[src/rtl/alu_serial_exec.sv]
// alu_serial_exec: execute-stage ALU; logic/arith/compare in one cycle, shifts bit-serial (BARREL_SHIFT_EN: one-cycle barrel shifts).
// Latency 1, or shamt+1 for serial shifts. One op in flight: in_ready only in IDLE, result held in DONE until out_ready.
module alu_serial_exec #(
    parameter int DATA_WIDTH = 32
) (
    input  logic                  clk,
    input  logic                  reset,
    input  logic                  flush,
    input  logic                  in_valid,
    output logic                  in_ready,
    input  logic [3:0]            Operation,
    input  logic [DATA_WIDTH-1:0] SrcA,
    input  logic [DATA_WIDTH-1:0] SrcB,
    output logic                  out_valid,
    input  logic                  out_ready,
    output logic [DATA_WIDTH-1:0] ALUResult,
    output logic                  Zero,
    output logic                  busy
);

    localparam int SHAMT_W = $clog2(DATA_WIDTH);

    localparam logic [3:0] OP_AND = 4'b0000;
    localparam logic [3:0] OP_OR  = 4'b0001;
    localparam logic [3:0] OP_ADD = 4'b0010;
    localparam logic [3:0] OP_SUB = 4'b0011;
    localparam logic [3:0] OP_SLL = 4'b0100;
    localparam logic [3:0] OP_SRL = 4'b0101;
    localparam logic [3:0] OP_SRA = 4'b0111;
    localparam logic [3:0] OP_SLT = 4'b1100;
    localparam logic [3:0] OP_EQ  = 4'b1000;
    localparam logic [3:0] OP_NE  = 4'b1001;

    typedef enum logic [1:0] {
        ST_IDLE  = 2'd0,
        ST_SHIFT = 2'd1,
        ST_DONE  = 2'd2
    } state_t;

    typedef enum logic [1:0] {
        SH_SLL = 2'd0,
        SH_SRL = 2'd1,
        SH_SRA = 2'd2
    } sh_t;

    state_t                state_q, state_d;
    sh_t                   sh_q, sh_d;
    logic [DATA_WIDTH-1:0] result_q, result_d;
    logic [SHAMT_W-1:0]    cnt_q, cnt_d;

    logic                  accept;
    logic                  is_shift;
    logic [SHAMT_W-1:0]    shamt;
    sh_t                   sh_kind;
    logic [DATA_WIDTH-1:0] alu_res;
    logic [DATA_WIDTH-1:0] shift_step;

    assign in_ready  = (state_q == ST_IDLE);
    assign out_valid = (state_q == ST_DONE);
    assign busy      = (state_q != ST_IDLE);
    assign ALUResult = result_q;
    assign Zero      = ~|result_q;

    assign accept   = in_valid && in_ready;
    assign shamt    = SrcB[SHAMT_W-1:0];
    assign is_shift = (Operation == OP_SLL) || (Operation == OP_SRL) || (Operation == OP_SRA);

    always_comb begin
        sh_kind = SH_SLL;
        case (Operation)
            OP_SRL:  sh_kind = SH_SRL;
            OP_SRA:  sh_kind = SH_SRA;
            default: sh_kind = SH_SLL;
        endcase
    end

    // Single-cycle result; in the serial build a shift only reaches here when shamt is 0.
    always_comb begin
        alu_res = '0;
        case (Operation)
            OP_AND: alu_res = SrcA & SrcB;
            OP_OR:  alu_res = SrcA | SrcB;
            OP_ADD: alu_res = SrcA + SrcB;
            OP_SUB: alu_res = SrcA - SrcB;
            OP_SLT: alu_res = {{(DATA_WIDTH-1){1'b0}}, ($signed(SrcA) < $signed(SrcB))};
            OP_EQ:  alu_res = {{(DATA_WIDTH-1){1'b0}}, (SrcA == SrcB)};
            OP_NE:  alu_res = {{(DATA_WIDTH-1){1'b0}}, (SrcA != SrcB)};
`ifdef BARREL_SHIFT_EN
            OP_SLL: alu_res = SrcA << shamt;
            OP_SRL: alu_res = SrcA >> shamt;
            OP_SRA: alu_res = $signed(SrcA) >>> shamt;
`else
            OP_SLL: alu_res = SrcA;
            OP_SRL: alu_res = SrcA;
            OP_SRA: alu_res = SrcA;
`endif
            default: alu_res = '0;
        endcase
    end

    always_comb begin
        shift_step = result_q;
        case (sh_q)
            SH_SLL:  shift_step = {result_q[DATA_WIDTH-2:0], 1'b0};
            SH_SRL:  shift_step = {1'b0, result_q[DATA_WIDTH-1:1]};
            SH_SRA:  shift_step = {result_q[DATA_WIDTH-1], result_q[DATA_WIDTH-1:1]};
            default: shift_step = result_q;
        endcase
    end

    always_comb begin
        state_d  = state_q;
        sh_d     = sh_q;
        result_d = result_q;
        cnt_d    = cnt_q;
        if (flush) begin
            state_d = ST_IDLE;
            cnt_d   = '0;
        end else begin
            case (state_q)
                ST_IDLE: begin
                    if (accept) begin
`ifdef BARREL_SHIFT_EN
                        result_d = alu_res;
                        state_d  = ST_DONE;
`else
                        if (is_shift && (shamt != '0)) begin
                            result_d = SrcA;
                            cnt_d    = shamt;
                            sh_d     = sh_kind;
                            state_d  = ST_SHIFT;
                        end else begin
                            result_d = alu_res;
                            state_d  = ST_DONE;
                        end
`endif
                    end
                end
                ST_SHIFT: begin
                    result_d = shift_step;
                    cnt_d    = cnt_q - SHAMT_W'(1);
                    if (cnt_q == SHAMT_W'(1)) begin
                        state_d = ST_DONE;
                    end
                end
                ST_DONE: begin
                    if (out_ready) begin
                        state_d = ST_IDLE;
                    end
                end
                default: begin
                    state_d = ST_IDLE;
                    cnt_d   = '0;
                end
            endcase
        end
    end

    always_ff @(posedge clk or posedge reset) begin
        if (reset) begin
            state_q  <= ST_IDLE;
            sh_q     <= SH_SLL;
            result_q <= '0;
            cnt_q    <= '0;
        end else begin
            state_q  <= state_d;
            sh_q     <= sh_d;
            result_q <= result_d;
            cnt_q    <= cnt_d;
        end
    end

    // A presented result must not change or vanish until it is taken.
    a_hold_result: assert property (@(posedge clk) disable iff (reset)
        (out_valid && !out_ready && !flush) |=> (out_valid && $stable(ALUResult)));

    a_ready_excl_busy: assert property (@(posedge clk) disable iff (reset)
        !(in_ready && busy));

endmodule

[config.mk]
export PLATFORM = sky130hd
export DESIGN_NAME = alu_serial_exec
export DESIGN_NICKNAME = d
export VERILOG_FILES = /design/src/rtl/alu_serial_exec.sv
export SDC_FILE = /design/constraint.sdc
export NUM_CORES = 1
export LEC_CHECK = 0
export CORE_ASPECT_RATIO = 1.75
export CORE_MARGIN = 4
export CORE_UTILIZATION = 35
export DETAILED_ROUTE_END_ITERATION = 10
export GPL_ROUTABILITY_DRIVEN = 0
export HOLD_SLACK_MARGIN = 0.02
export PLACE_DENSITY_LB_ADDON = 0.12
export REMOVE_ABC_BUFFERS = 1
export SETUP_SLACK_MARGIN = 0.02
export SYNTH_ARGS = -nofsm -noshare
export SYNTH_HDL_FRONTEND = slang
export SYNTH_SLANG_ARGS = --single-unit
export TNS_END_PERCENT = 10
[constraint.sdc]
create_clock -name clk -period 5.8 [get_ports clk]
set_input_delay 1.45 -clock clk [delete_from_list [all_inputs] [get_ports clk]]
set_output_delay 1.45 -clock clk [all_outputs]
set_load 0.03 [all_outputs]
==> flow_metrics.env <==
export IMPL_worst_setup_path_type="in -> reg"
export IMPL_final_seq_area_um2=1030
export IMPL_antenna_found_initial=0
export IMPL_route_vias_total=8018
export IMPL_cts_root_buf="clkbuf_16"
export IMPL_routed_wirelength_um=28800
export IMPL_grt_max_degree=44
export IMPL_die_h_um=198
export IMPL_final_util_pct=42.8
export IMPL_ys_types=71
export IMPL_dpl_cell_area_um2=8570
export IMPL_first_pass_iters=7
export IMPL_diodes=0
export IMPL_yosysWarningCount=0
export IMPL_wire_per_inst_um=21.7
export IMPL_cts_buffers=5
export IMPL_cp_num_buf_inv=2
export IMPL_clock_latency_ns=0.31
export IMPL_multi_input_area_um2=5610
export IMPL_initial_core_util_pct=35.5
export IMPL_io_pin_count=109
export IMPL_die_w_um=117
export IMPL_nFillCells=2165
export IMPL_yosysSeqAreaShare_pct=14.2
export IMPL_cp_slowest_cell="o21ai_0"
export IMPL_crit_chain="clkdlybuf4s50_1, inv_1, ha_1, fa_1, o21bai_1, a21oi_1, o31ai_1, a21o_1, a21oi_1, o21ai_0, a41oi_1, o211ai_1, xnor2_1, a221oi_1, o31ai_1"
export IMPL_drive_above_1_share_pct=4.72
export IMPL_overflow=0
export IMPL_cp_top_family="compound AO/OA/AOI/OAI gates"
export IMPL_synth_cells=1004
export IMPL_critPathMaxStageDelay_ns=0.56
export IMPL_crit_fanout=4
export IMPL_tritoncts="yes"
export IMPL_grt_pass1_wl_um=44800
export IMPL_cts_sink_count=41
export IMPL_status="finished, final reports clean"
export IMPL_ys_seq_elements=41
export IMPL_layout_min_cycle_time_ns=5.07
export IMPL_tightest_slew_ns=1.17
export IMPL_drv_cap=0
export IMPL_vias_per_cell=6.04
export IMPL_min_period_over_period_pct=87.4
export IMPL_worstPathRequired_ns=5.97
export IMPL_io_buffers=108
export IMPL_synth_top_area_share_pct=19.5
export IMPL_setup_viol=0
export IMPL_skew_ns=0.00468
export IMPL_path_clk_slew_ns=0.07
export IMPL_grt_usage_pct=24.7
export IMPL_endpoint_kind="flop"
export IMPL_async_flop_share_pct=100
export IMPL_synthFlopType="dfrtp_1"
export IMPL_synth_area_leader_cell="ha_1"
export IMPL_max_slew_margin_rel_pct=21.7
export IMPL_drc=0
export IMPL_post_cts_resized=0
export IMPL_postRouteAntennaNets=0
export IMPL_syn_area_per_cell_um2=7.21
export IMPL_critPathArrivalTime_ns=5.24
export IMPL_rsz0062_at_grt="false"
export IMPL_cts_hold_buf=0
export IMPL_fp_coreArea_um2=20400
export IMPL_cts_max_path_buffers=2
export IMPL_netlist_top_cells_count="113 x ha_1, 111 x a21oi_1, 99 x inv_1"
export IMPL_peakVddDrop_v=0.000124
export IMPL_row_count=69
export IMPL_area_delta_synth_final_pct=20.5
export IMPL_startpoint_type="input port"
export IMPL_hold_viol=0
export IMPL_nets=1267
export IMPL_reg2reg_slack_ns=2.92
export IMPL_fin_area_um2=8730
export IMPL_first_iter_violations=552
export IMPL_power_density_nw_per_um2=191
export IMPL_place_hpwl_um=22100
export IMPL_synth_edf_count=0
export IMPL_yosysMostFrequentCell="ha_1"
export IMPL_post_cts_buffers=0
export IMPL_hp_class="reg -> reg"
export IMPL_grt_pass1_vias=8054
export IMPL_die_area_um2=23100
export IMPL_p_leak_nw=3.79
export IMPL_maxSlewViolCount=0
export IMPL_fmax_mhz=197
export IMPL_cts_max_level=2
export IMPL_netlist_area_um2=7240
export IMPL_synth_area_top_cells="ha_1 20%, dfrtp_1 14%, a21oi_1 7.7%"
[worst reg2reg max path, cell delays in order (launching register included)]
cell and delay (ns):
dfrtp_1 0.38, inv_1 0.07, ha_1 0.29, inv_1 0.84, nor2_2 0.07, buf_4 0.29, nand2_1 0.12, a21oi_1 0.08
and3b_1 0.22, o21ai_0 0.09, nand3_1 0.11, a31oi_1 0.15, nor2_1 0.06
[per-stage QoR]
step	instances	power, mW	TNS (ns)	hold slack, ns	setup WS [ns]
finish	1328	1.66	0	0.520	0.730
global route	1328	1.77	0	0.569	0.533
CTS	1328	1.67	0	0.533	0.797
detailed placement	1320	1.35	0	0.508	0.501
global placement	1320	1.35	0	0.498	0.473
floorplan	940	0.960	-21.55	0.475	-1.07
[logic make-up after synthesis]
| kind of cell | Yosys count | synth area share, % |
|---|---|---|
| AO/OA/AOI/OAI | 382 | 35.9 |
| AND/OR/NAND/NOR | 268 | 17.0 |
| buffers and inverters | 164 | 8.73 |
| adder cells (fa/ha/maj) | 115 | 20.1 |
| flip-flops | 41 | 14.2 |
| XOR/XNOR | 30 | 3.63 |
| multiplexers | 4 | 0.553 |
[path summary, 6_finish.rpt]
path                               from            end  cells past startpoint
worst max-delay path            SrcA[0]  ALUResult[24]                     15
worst min-delay path            sh_q[1]        sh_q[1]                      2
worst max register to register  sh_q[0]  ALUResult[30]                     12
worst min register to register  sh_q[1]        sh_q[1]                      2
max in group asynchronous         reset  ALUResult[22]                      3
min in group asynchronous         reset        sh_q[0]                      3
[report_power, final]
group          total (mW)  internal, mW  switching [mW]
sequential          0.432         0.338          0.0938
clock               0.312         0.172           0.140
combinational       0.919         0.365           0.555
total                1.66         0.875           0.789
[cell type report]
| cell class | instances | share of cell area (%) |
|---|---|---|
| Multi-Input combinational cell | 799 | 64.2 |
| Timing Repair Buffer | 132 | 14.4 |
| Sequential cell | 41 | 11.8 |
| Inverter | 100 | 4.30 |
| Tap cell | 248 | 3.56 |
| Clock buffer | 6 | 1.59 |
| Clock inverter | 2 | 0.158 |
[flip-flops by register name, summed over array words and instances (netlist names)]
signal,cells
sh_q,2
cnt_q,5
state_q,2
ALUResult,32
[cell usage in the layout (no fill, tap or decap), types with 3 or more instances in the layout]
master | Yosys | final
clkdlybuf4s50_1 | 0 | 107
a2111oi_0 | 4 | 4
a221oi_1 | 59 | 59
a311oi_1 | 3 | 3
a21boi_0 | 3 | 3
o21bai_1 | 10 | 10
nor3_1 | 22 | 22
mux2i_1 | 4 | 4
a41oi_1 | 4 | 4
o31a_1 | 3 | 3
nor4_1 | 15 | 14
o41ai_1 | 4 | 3
nand2b_1 | 9 | 9
xor2_1 | 7 | 7
a31oi_1 | 9 | 9
a22o_1 | 4 | 4
o211ai_1 | 13 | 13
a21o_1 | 15 | 15
a22oi_1 | 3 | 3
or3_1 | 6 | 6
o31ai_1 | 25 | 25
clkbuf_16 | 0 | 5
ha_1 | 113 | 113
xnor2_1 | 23 | 23
nand2_1 | 76 | 76
dfrtp_1 | 41 | 41
nor2_1 | 92 | 91
a211oi_1 | 9 | 9
a21oi_1 | 111 | 111
nand4_1 | 11 | 11
o21ai_0 | 64 | 64
nor2b_1 | 8 | 7
buf_4 | 1 | 24
nand3_1 | 17 | 17
inv_1 | 99 | 98
a211o_1 | 3 | 3
o21a_1 | 5 | 5
o311ai_0 | 5 | 5
[per-layer routing]
layer	up-vias	share of wire [%]	global-route usage, %
li1	3829	-	-
met1	3845	37	27.2
met2	278	54	46.5
met3	66	4.9	3.36
met4	0	4.3	9.27
met5	-	0	0
Note: power is estimated with default switching activity, not from simulation.
